[src/rtl/count_req_arb_pkg.sv]
// Shared types and constants for the counter request arbiter.
package count_pkg;

   typedef enum logic [1:0] {
      IDLE,
      ISSUE,
      RESP
   } state_e;

   localparam logic OP_INC  = 1'b0;
   localparam logic OP_LOAD = 1'b1;

   localparam int DEF_WIDTH  = 16;
   localparam int DEF_NCORES = 4;

endpackage

[src/rtl/count_req_arb_if.sv]
// Core-request bus plus counter strobe bus seen by the arbiter.
interface count_req_arb_if #(
   parameter int NCORES = 4,
   parameter int WIDTH  = 16
);

   logic [NCORES-1:0]       req;
   logic [NCORES-1:0]       op;
   logic [NCORES*WIDTH-1:0] wdata;
   logic [NCORES-1:0]       ack;
   logic [WIDTH-1:0]        rdata;
   logic [WIDTH-1:0]        q_in;
   logic                    load;
   logic                    inc;
   logic [WIDTH-1:0]        d;

   modport master (
      input  req, op, wdata, q_in,
      output ack, rdata, load, inc, d
   );

   modport slave (
      output req, op, wdata, q_in,
      input  ack, rdata, load, inc, d
   );

endinterface

[src/rtl/count_req_arb_rr_pick.sv]
// Combinational round-robin picker: first set request at or after ptr.
module rr_pick #(
   parameter int NCORES = 4,
   parameter int IDXW   = $clog2(NCORES)
) (
   input  logic [NCORES-1:0] req,
   input  logic [IDXW-1:0]   ptr,
   output logic              valid,
   output logic [IDXW-1:0]   index
);

   logic [IDXW-1:0] j;

   always_comb begin
      valid = 1'b0;
      index = '0;
      j     = '0;
      for (int unsigned k = 0; k < NCORES; k++) begin
         j = IDXW'((32'(ptr) + k) % NCORES);
         if (!valid && req[j]) begin
            valid = 1'b1;
            index = j;
         end
      end
   end

endmodule

[src/rtl/count_req_arb.sv]
// Serializes per-core increment/load requests onto a shared counter and
// acknowledges each with the post-update counter value.
module count_req_arb
   import count_pkg::*;
#(
   parameter int NCORES = DEF_NCORES,
   parameter int WIDTH  = DEF_WIDTH
) (
   input logic             CLK,
   input logic             RST,
   count_req_arb_if.master bus
);

   localparam int IDXW = $clog2(NCORES);
   localparam logic [IDXW-1:0] LAST = IDXW'(NCORES - 1);

   state_e            state_q, state_d;
   logic [IDXW-1:0]   ptr_q, ptr_d;
   logic [IDXW-1:0]   gidx_q, gidx_d;
   logic              load_q, load_d;
   logic              inc_q, inc_d;
   logic [WIDTH-1:0]  d_q, d_d;
   logic [NCORES-1:0] ack_q, ack_d;

   logic              pick_valid;
   logic [IDXW-1:0]   pick_idx;

   rr_pick #(.NCORES(NCORES), .IDXW(IDXW)) u_pick (
      .req   (bus.req),
      .ptr   (ptr_q),
      .valid (pick_valid),
      .index (pick_idx)
   );

   // The load/inc/d registers double as the latched op and data for the grant.
   always_comb begin
      state_d = state_q;
      ptr_d   = ptr_q;
      gidx_d  = gidx_q;
      load_d  = 1'b0;
      inc_d   = 1'b0;
      d_d     = '0;
      ack_d   = '0;
      case (state_q)
         IDLE: begin
            if (pick_valid) begin
               gidx_d = pick_idx;
               if (bus.op[pick_idx] == OP_LOAD) begin
                  load_d = 1'b1;
                  d_d    = bus.wdata[32'(pick_idx)*WIDTH +: WIDTH];
               end else begin
                  inc_d = 1'b1;
               end
               state_d = ISSUE;
            end
         end
         ISSUE: begin
            ack_d[gidx_q] = 1'b1;
            state_d       = RESP;
         end
         RESP: begin
            ptr_d   = (gidx_q == LAST) ? '0 : gidx_q + 1'b1;
            state_d = IDLE;
         end
         default: state_d = IDLE;
      endcase
   end

   always_ff @(posedge CLK) begin
      if (RST) begin
         state_q <= IDLE;
         ptr_q   <= '0;
         gidx_q  <= '0;
         load_q  <= 1'b0;
         inc_q   <= 1'b0;
         d_q     <= '0;
         ack_q   <= '0;
      end else begin
         state_q <= state_d;
         ptr_q   <= ptr_d;
         gidx_q  <= gidx_d;
         load_q  <= load_d;
         inc_q   <= inc_d;
         d_q     <= d_d;
         ack_q   <= ack_d;
      end
   end

   assign bus.ack  = ack_q;
   assign bus.load = load_q;
   assign bus.inc  = inc_q;
   assign bus.d    = d_q;
   // q_in is the counter's own register, so this gate stays register-to-output.
   assign bus.rdata = (state_q == RESP) ? bus.q_in : '0;

endmodule
[src/flat_wrapper.sv]
// flat-port wrapper written by rule: the top's interface ports become plain ports
module count_req_arb_flat import count_pkg::*;
#(
   parameter int NCORES = DEF_NCORES,
   parameter int WIDTH  = DEF_WIDTH
)
  (CLK, RST, bus_req, bus_op, bus_wdata, bus_q_in, bus_ack, bus_rdata, bus_load, bus_inc, bus_d);
  count_req_arb_if #(.NCORES(NCORES), .WIDTH(WIDTH)) bus_i ();
  input logic CLK;
  input logic RST;
  input wire logic [$bits(bus_i.req)-1:0] bus_req;
  input wire logic [$bits(bus_i.op)-1:0] bus_op;
  input wire logic [$bits(bus_i.wdata)-1:0] bus_wdata;
  input wire logic [$bits(bus_i.q_in)-1:0] bus_q_in;
  output wire logic [$bits(bus_i.ack)-1:0] bus_ack;
  output wire logic [$bits(bus_i.rdata)-1:0] bus_rdata;
  output wire logic [$bits(bus_i.load)-1:0] bus_load;
  output wire logic [$bits(bus_i.inc)-1:0] bus_inc;
  output wire logic [$bits(bus_i.d)-1:0] bus_d;
  assign bus_i.req = bus_req;
  assign bus_i.op = bus_op;
  assign bus_i.wdata = bus_wdata;
  assign bus_i.q_in = bus_q_in;
  assign bus_ack = bus_i.ack;
  assign bus_rdata = bus_i.rdata;
  assign bus_load = bus_i.load;
  assign bus_inc = bus_i.inc;
  assign bus_d = bus_i.d;
  count_req_arb #(.NCORES(NCORES), .WIDTH(WIDTH)) u_core (.CLK(CLK), .RST(RST), .bus(bus_i));
endmodule
[config.mk]
export PLATFORM = sky130hd
export DESIGN_NAME = count_req_arb_flat
export DESIGN_NICKNAME = d
export VERILOG_FILES = /design/src/rtl/count_req_arb_pkg.sv /design/src/rtl/count_req_arb_if.sv /design/src/rtl/count_req_arb_rr_pick.sv /design/src/rtl/count_req_arb.sv /design/src/flat_wrapper.sv
export SDC_FILE = /design/constraint.sdc
export NUM_CORES = 1
export LEC_CHECK = 0
export BUFFER_PORTS_ARGS = -buffer_cell sky130_fd_sc_hd__buf_4
export CORE_ASPECT_RATIO = 0.7
export CORE_MARGIN = 3
export CORE_UTILIZATION = 43
export DETAILED_ROUTE_END_ITERATION = 10
export PLACE_DENSITY = 0.85
export SYNTH_ARGS = -nofsm -noshare
export SYNTH_HDL_FRONTEND = slang
export SYNTH_SLANG_ARGS = --single-unit
[constraint.sdc]
create_clock -name CLK -period 3.3 [get_ports CLK]
set_input_delay 0.825 -clock CLK [delete_from_list [all_inputs] [get_ports CLK]]
set_output_delay 0.825 -clock CLK [all_outputs]
set_load 0.01 [all_outputs]
==> results.md <==
- Number of buffers created by CTS: 3
- Measured slew at the worst slew-check pin: 0.729 ns
- Worst slew slack as a fraction of its limit: 51.4%
- Clock network fraction of total power: 28.8%
- Total number of nets in the final design: 409
- Final hold violations: 0
- Tightest hold margin: 0.502 ns
- Drt pass-1 iters: 4
- Clock sinks: 28
- Maximum ir drop on the vdd rail: 0.000244 V
- Count of buffers from port buffering: 127
- Clock H-tree levels: 1
- Share of synthesized cell area in full adder, half adder and majority cells: 2.90%
- Share of synthesized cell area in and, or, nand and nor gates: 24.5%
- Hold WC Path Type: flip-flop to flip-flop
- Vias in the first global route: 1799
- Area of the core: 3690 µm²
- Clock tree from TritonCTS: done
- Clock-pin slew on the worst setup and hold paths: 0.10 ns
- Status: finished clean
- Number of instances in the synthesized netlist: 192
- Maximum number of pins on one net before global-route repair: 33
- Most common cell after layout, fill and taps aside: sky130_fd_sc_hd__buf_4
- Post-Syn Nets: 286
- Tot GR Track Use: 24.3%
- # hold bufs at CTS: 0
- I/O pin cnt: 128
- Largest family of logic cells by synthesized area: compound AO/OA/AOI/OAI gates
- Area share of the largest cell type after synthesis: 32.5%
- Share of layout cells above drive strength 1: 49.0%
- Detailed-placement wirelength estimate: 4480 µm
- Cell-internal power: 689 µW
- Total gr overflow: 0
- Ratio of routed vias to standard cells: 5.40
- Number of distinct library cell variants in the gate-level netlist after synthesis: 30
- Placer's final routability congestion estimate: 0.836
- Type of the worst setup path: input port to flip-flop
- Flops & latches, synth: 28
- YS warnings: 0
- Longest Clk Path Bufs: 2
- Worst setup SP type: input port
- Later-pin clock latency in the skew report: 0.28 ns
- Post-CTS repair timing setup buffer count: 0
- Share of the synthesized netlist area taken by xor and xnor gates: 0%
- Netlist Area Pre-Place: 1720 µm²
- Horizontal extent of the die: 81.7 µm
- Total power per unit cell area: 344 nW/µm²
- Average wire length per cell after detail routing: 16.2 µm
- Post-synthesis mux area share: 1.16%
- Setup clock skew after layout: 0.00513 ns
- Worst setup EP type: flip-flop
- Root buf cell: sky130_fd_sc_hd__clkbuf_8
- RSZ-0062 raised after global routing: false
- Worst endpoint required time: 3.45 ns
- Initial antenna violation count: 0
- First-pass GRT wire length: 8970 µm
- Total length of routed wires: 5890 µm
- Fraction of power consumed by combinational cells: 32.3%
- Data arrival time of the critical path: 2.59 ns
- Leakage: 0.00138 µW
- Final slew viol count: 0
- Reg2Reg Setup Slack: 1.17 ns
- Post-detailed-route DRC marker count: 0
- Leading cell types by total area after synthesis: sky130_fd_sc_hd__dfxtp_1, sky130_fd_sc_hd__a211oi_1, sky130_fd_sc_hd__and3_1
- Worst reg2reg path endpoint: u_core.bus.d[3]$_SDFF_PP0_
- Compound-Gate Fraction of Synth Area: 32.6%
- Relative area change from synthesis to final layout: 61.1%
- Endpoint of the most critical setup path: u_core.bus.d[3]$_SDFF_PP0_
- Switching power of the nets: 267 µW
- Detailed router's first-iteration violation count: 83
- Ordered list of cells on the worst path: buf_4 > nor2b_1 > o21bai_2 > a21boi_2 > o211ai_4 > a211oi_1
- Register-to-Register Path Depth: 5
- Highest fanout seen on the critical path: 21
- Total negative slack for setup checks: 0 ns
- Critical Path Slowest Stage Cell: sky130_fd_sc_hd__o21bai_2
- Initial standard-cell utilization of the core: 46.7%
- Stage delay of the slowest cell on the critical path: 0.58 ns
- Sequential area share after synthesis: 32.5%
- Area of the die: 4820 µm²
- Resized Gates After CTS: 0
- Critical path origin: bus_req[0]
- Antenna-violating nets left: 0
- Standard-cell rows: 18
- Count of maximum capacitance violations: 0
- Setup violations, final: 0
- Startpoint of the lowest-slack register-to-register path: u_core.ptr_q[0]$_SDFFE_PP0N_
- Overall die height: 59.0 µm
- Crit path time final: 2.44 ns
- Post-route clock period utilization: 74.1%
- Switching portion of total power: 27.9%
- Part of the power in registers: 39.0%
- Max frequency: 0.409 GHz
- Syn avg cell area: 8.98 µm²
- Routed vias: 1966
- Cell type with the largest total area after synthesis: sky130_fd_sc_hd__dfxtp_1
- Commonest cells after routing, fill and taps aside: sky130_fd_sc_hd__buf_4, sky130_fd_sc_hd__a211oi_1, sky130_fd_sc_hd__and3_1
- Antenna diode count: 0
[metal layers]
layer | wire length, µm | vias to the layer above | GRT usage (%)
met5 | 0 | - | 0
met3 | 484 | 4 | 5.32
li1 | - | 966 | -
met4 | 29 | 0 | 3.55
met2 | 2820 | 82 | 39.8
met1 | 2550 | 914 | 33.7
[power by group through the flow]
stage	sequential, µW	combinational, µW	clock [µW]
final	373	309	275
after detailed placement	380	306	0
after global routing	375	335	288
after global placement	380	300	0
after floorplan	387	146	0
after CTS	372	308	273
[sequential cells by signal, summed over array words and instances, names as in the netlist]
signal	count
u_core.bus.d	16
u_core.bus.ack	4
u_core.gidx_q	2
u_core.ptr_q	2
u_core.state_q	2
u_core.bus.inc	1
u_core.bus.load	1
[metrics by stage]
step	instance area (µm²)	util (%)	std cells	power [µW]	setup slack (ns)
2_1_floorplan	1720	-	192	533	1.08
3_3_place_gp	2710	73.3	360	680	0.705
6_report	2780	75.2	364	956	0.856
5_1_grt	2780	75.2	364	998	0.739
3_5_place_dp	2710	73.3	360	686	0.624
4_1_cts	2780	75.2	364	953	0.903
[cells by family after synthesis]
logic type	count (synthesis)
buffers and inverters	21
and+or+nand+nor	72
muxes	2
adders and majority gates	4
AOI/OAI and AO/OA	65
DFF	28
[synth_stat cells, drive strengths merged]
cell,instances
a211o,3
a211oi,50
a21boi,1
a21o,1
a21oi,2
a22oi,1
and2,20
and3,33
buf,9
clkbuf,8
dfxtp,28
ha,4
inv,4
mux2i,2
nand2,3
nand3,1
nor2,7
nor2b,4
nor3,2
nor3b,1
o211ai,1
o21a,1
o21ai,1
o21ba,2
o21bai,1
o41ai,1
or2,1
[worst min path at each step]
stage | endpoint | depth (start not counted) | start | slack [ns]
2_1_floorplan | u_core.state_q[1]$_SDFFE_PP0P_ | 1 | u_core.state_q[1]$_SDFFE_PP0P_ | 0.44
3_3_place_gp | u_core.state_q[1]$_SDFFE_PP0P_ | 1 | u_core.state_q[1]$_SDFFE_PP0P_ | 0.48
3_5_place_dp | u_core.state_q[1]$_SDFFE_PP0P_ | 1 | u_core.state_q[1]$_SDFFE_PP0P_ | 0.48
4_1_cts | u_core.state_q[1]$_SDFFE_PP0P_ | 1 | u_core.state_q[1]$_SDFFE_PP0P_ | 0.50
5_1_grt | u_core.state_q[1]$_SDFFE_PP0P_ | 1 | u_core.state_q[1]$_SDFFE_PP0P_ | 0.54
6_report | u_core.state_q[1]$_SDFFE_PP0P_ | 1 | u_core.state_q[1]$_SDFFE_PP0P_ | 0.50
[final cells by class]
cell class | count | area, µm²
inverter | 4 | 15.0
fill | 286 | 916
timing repair buffer | 135 | 1010
multi-input combinational | 143 | 1050
sequential | 28 | 561
clock inverter | 1 | 30.0
clock buffer | 3 | 41.3
tap | 50 | 62.6
[critical path, delay by kind of cell]
| family | cells | cell delay, ns |
|---|---|---|
| compound gates | 4 | 1.47 |
| simple gates | 1 | 0.16 |
| buf+inv | 1 | 0.12 |
No activity file was read; power rests on OpenSTA's default activity.
